--- src/rtl/cpu_pkg.sv ---
// rtl/cpu_pkg.sv - shared widths, types and helpers for the 8-bit datapath
package cpu_pkg;

  localparam int DATA_W     = 8;
  localparam int REG_ADDR_W = 1;
  localparam int IMM_W      = 3;
  localparam int NUM_REGS   = 2;

  typedef logic [DATA_W-1:0]     data_t;
  typedef logic [REG_ADDR_W-1:0] reg_addr_t;
  typedef logic [IMM_W-1:0]      imm_t;

  // Immediates are unsigned: always zero-extend, never sign-extend.
  function automatic data_t imm_extend(input imm_t imm);
    return data_t'(imm);
  endfunction

endpackage

--- src/rtl/register_file.sv ---
// rtl/register_file.sv - two-entry 8-bit register file, two combinational reads, one write
module register_file
  import cpu_pkg::*;
(
  input  logic      CLK,
  input  logic      RST,
  input  reg_addr_t rs,
  input  reg_addr_t rd,
  input  logic      regSelect,
  input  logic      immSelect,
  input  imm_t      imm,
  input  data_t     write_data,
  output data_t     rs_data,
  output data_t     rd_data,
  output data_t     storeData
);

  data_t regs [NUM_REGS];

  data_t w_rs_val;
  data_t w_rd_val;
  data_t w_imm_ext;

  // No forwarding: reads see pre-edge contents of a register being written.
  always_ff @(posedge CLK or posedge RST) begin
    if (RST) begin
      regs[0] <= '0;
      regs[1] <= '0;
    end else if (regSelect) begin
      regs[rd] <= write_data;
    end
  end

  assign w_rs_val  = regs[rs];
  assign w_rd_val  = regs[rd];
  assign w_imm_ext = imm_extend(imm);

  assign rs_data   = w_rs_val;
  assign rd_data   = immSelect ? w_imm_ext : w_rd_val;
  assign storeData = w_rd_val;

endmodule

--- config.mk ---
export PLATFORM = sky130hd
export DESIGN_NAME = register_file
export DESIGN_NICKNAME = d
export VERILOG_FILES = /design/src/rtl/cpu_pkg.sv /design/src/rtl/register_file.sv
export SDC_FILE = /design/constraint.sdc
export NUM_CORES = 1
export LEC_CHECK = 0
export ABC_AREA = 1
export CAP_MARGIN = 40
export CORE_UTILIZATION = 41
export DETAILED_ROUTE_END_ITERATION = 12
export GPL_ROUTABILITY_DRIVEN = 0
export GPL_TIMING_DRIVEN = 0
export HOLD_SLACK_MARGIN = 0.08
export PLACE_DENSITY = 0.83
export SKIP_LAST_GASP = 1
export SLEW_MARGIN = 20
export SYNTH_ARGS = -nofsm -noshare
export SYNTH_HDL_FRONTEND = slang
export SYNTH_SLANG_ARGS = --single-unit
--- constraint.sdc ---
create_clock -name CLK -period 1.6 [get_ports CLK]
set_clock_uncertainty 0.1 [all_clocks]
set_input_delay 0.32 -clock CLK [delete_from_list [all_inputs] [get_ports CLK]]
set_output_delay 0.32 -clock CLK [all_outputs]
set_load 0.02 [all_outputs]
==> impl_metrics.py, run 1 <==
metrics = {
    "worst_setup_path": {
        "cp_slowest_cell": "dfrtp_1",
        "critPathBufInv": 2,
        "r2r_start": "regs[2]$_DFFE_PP0P_",
        "cp-start-kind": "flop",
        "worstRegToRegCells": 3,
        "arrival_ns": 1.19,
        "worstPathCellList": "inv_1 -> o21ai_0 -> buf_2",
        "crit_path_end_kind": "output port",
        "regToRegSetupSlack_ns": 0.73,
        "max_stage_delay_ns": 0.38,
        "path_class": "flop to output port",
        "path_delay_family": "flip-flops",
        "reg2reg_to": "regs[2]$_DFFE_PP0P_",
        "crit_fanout": 3,
        "worstPathRequired_ns": 1.18,
    },
    "sta": {
        "fin_crit_sh": 1.01,
        "hold_ws_ns": 0.297,
        "relSlewSlack": 0.589,
        "max_freq_ghz": 0.620,
        "finalHoldViolations": 0,
        "finalSetupViolCount": 1,
        "worst_slew_pin_slew_ns": 0.616,
        "worst_slack_ns": -0.0139,
        "drv_slew": 0,
        "finalCriticalPeriod_ns": 1.61,
    },
    "layout": {
        "seq_area_um2": 400,
        "antennaDiodeCount": 0,
        "layout_common_cells": "nand2_1 (49), inv_1 (21), buf_2 (20)",
        "multi_input_area_um2": 458,
        "drive_above_1_share": 0.326,
        "syn_to_final_growth_pct": 38.6,
        "regMostFlops": "regs",
        "reg_top3": "regs x16",
        "fillers": 208,
        "final_nets": 196,
        "largest_reg_flops": 16,
        "final_common_cell": "nand2_1",
    },
    "grt": {
        "grt_pass1_vias": 987,
        "grt.total_usage": 0.224,
        "grt_pass1_wl_um": 4340,
        "antenna_found_initial": 0,
        "grt_overflow": 0,
        "grt_max_degree": 17,
    },
    "synthesis": {
        "yosys.area.top_type_share": 0.400,
        "synth_cell_types": 14,
        "postSynthCellCount": 131,
        "yosysSeqAreaShare": 0.400,
        "synth-seq-cells": 16,
        "yosys.area.top_type": "dfrtp_1",
        "synth-edff-count": 0,
        "syn_avg_cell_area_um2": 7.64,
        "ys_warn_count": 0,
        "syn-num-nets": 148,
        "synth_ff_type": "dfrtp_1",
        "synthTopCellsByArea": "dfrtp_1 (40%), nand2_1 (18%), o21ai_2 (14%)",
        "syn_area_um2": 1000,
        "ys_async_sr_fraction": 1.00,
    },
    "clock_network": {
        "clkSlewWorstSetupHoldPaths_ns": 0.10,
        "clockBufferDepth": 2,
        "clock_latency_ns": 0.29,
        "cts.sinks": 16,
        "h-tree-depth": 1,
        "clock-root-buffer": "clkbuf_4",
        "cts_tree": "done",
        "cts_buffers": 3,
    },
    "drt": {
        "dr_wl_met2_um": 1490,
        "ant_nets": 0,
        "drt_pre_antenna_iters": 4,
        "drt_iter0_markers": 46,
        "routedLengthMet1_um": 1070,
        "drt-total-wl_um": 2810,
        "route.vias.total": 1052,
        "viasPerCell": 5.11,
        "highest_layer": "met4",
        "drc": 0,
        "dr_wl_met3_um": 206,
        "wire_per_inst_um": 13.7,
    },
    "pwr": {
        "power.leakage_nw": 0.764,
        "p_seq_frac": 0.399,
        "power_per_cell_area_nw_per_um2": 886,
        "ir_drop_mv": 0.448,
        "clock_power_share": 0.219,
        "combPwrFrac": 0.381,
        "p_switching_mw": 0.449,
        "intPower_mw": 0.781,
        "p_sw_frac": 0.365,
    },
    "floorplanning": {
        "die_h_um": 51.4,
        "initial_core_util": 0.444,
        "num_rows": 17,
        "core-area_um2": 2250,
        "pin_count": 41,
        "design.die.area_um2": 2640,
        "die_w_um": 51.4,
    },
    "placed_design": {
        "portBuffers": 38,
        "dpl.hpwl_um": 1870,
        "dp_slack_ns": -0.840,
    },
    "worst_hold_path": {
        "hp-class": "input pin to async pin",
    },
    "status": {
        "violations": "setup timing",
        "status": "finished with violations",
    },
    "flow_run": {
        "cap_viol_max_count": 0,
    },
}
what timing repair did:
action | CTS | global route
resized for setup | 88 | 14
hold buffers | 0 | 0
endpoints found under the setup margin | 24 | 14
pin swaps | 0 | 0
setup buffers | 3 | 2
endpoints found under the hold margin | 0 | 0
synthesized netlist by cell type, types with 2 or more instances:
master   count
a21oi_1      5
and2_1       3
buf_2        2
buf_6        2
dfrtp_1     16
inv_1       21
nand2_1     49
nand2_2      2
nand2_4      2
nand3_1      3
o21ai_0      8
o21ai_2     16
power by group through the flow:
stage / clock [mW] / combinational (mW) / sequential (mW)
floorplan: 0 / 0.289 / 0.491
global placement: 0 / 0.486 / 0.496
detailed placement: 0 / 0.502 / 0.499
CTS: 0.272 / 0.471 / 0.490
global route: 0.287 / 0.507 / 0.495
finish: 0.270 / 0.469 / 0.491
layout make-up:
| type | count | share of cell area |
|---|---|---|
| multi-input combinational | 88 | 0.330 |
| sequential | 16 | 0.289 |
| timing repair buffer | 43 | 0.223 |
| inverter | 22 | 0.0649 |
| buffer | 5 | 0.0424 |
| clock buffer | 4 | 0.0261 |
| tap | 28 | 0.0252 |
logic make-up (layout without fill, tap and decap cells):
group	Yosys count	in the layout	share of synthesized area
buffers and inverters	27	74	0.143
and+or+nand+nor	59	59	0.252
DFF	16	16	0.400
AOI/OAI and AO/OA	29	29	0.205
how the worst max path moves through the flow:
stage	endpoint	slack (ns)	startpoint	cells past startpoint
4_1_cts	rs_data[6]	-0.08	regs[14]$_DFFE_PP0P_	3
5_1_grt	rd_data[0]	-0.004	regs[8]$_DFFE_PP0P_	5
6_report	rs_data[6]	-0.01	regs[14]$_DFFE_PP0P_	3
3_5_place_dp	rs_data[1]	-0.84	rs	5
2_1_floorplan	rs_data[0]	0.21	rs	2
3_3_place_gp	rs_data[1]	-0.80	rs	5
stage by stage:
stage | instances | total power, mW | TNS (ns) | util | cell area, um^2
3_3_place_gp | 197 | 0.982 | -8.82 | 0.628 | 1420
5_1_grt | 206 | 1.29 | -0.00429 | 0.615 | 1390
2_1_floorplan | 131 | 0.779 | 0 | - | 1000
6_report | 206 | 1.23 | -0.0139 | 0.615 | 1390
3_5_place_dp | 197 | 1.00 | -9.24 | 0.628 | 1420
4_1_cts | 204 | 1.23 | -0.0823 | 0.633 | 1430
metal layers:
metal,up-vias,track usage
met4,0,0.0811
met5,-,0
met3,9,0.0357
met2,57,0.429
li1,497,-
met1,489,0.243
Note: power is estimated with default switching activity, not from simulation.
==> inputs of run 2 (changes only) <==
Settings changed: CTS_BUF_LIST set to sky130_fd_sc_hd__clkbuf_2 sky130_fd_sc_hd__clkbuf_4 sky130_fd_sc_hd__clkbuf_8.
==> results of run 2 <==
Same layout as run 1: the final DEF is identical, and so are final timing and power.
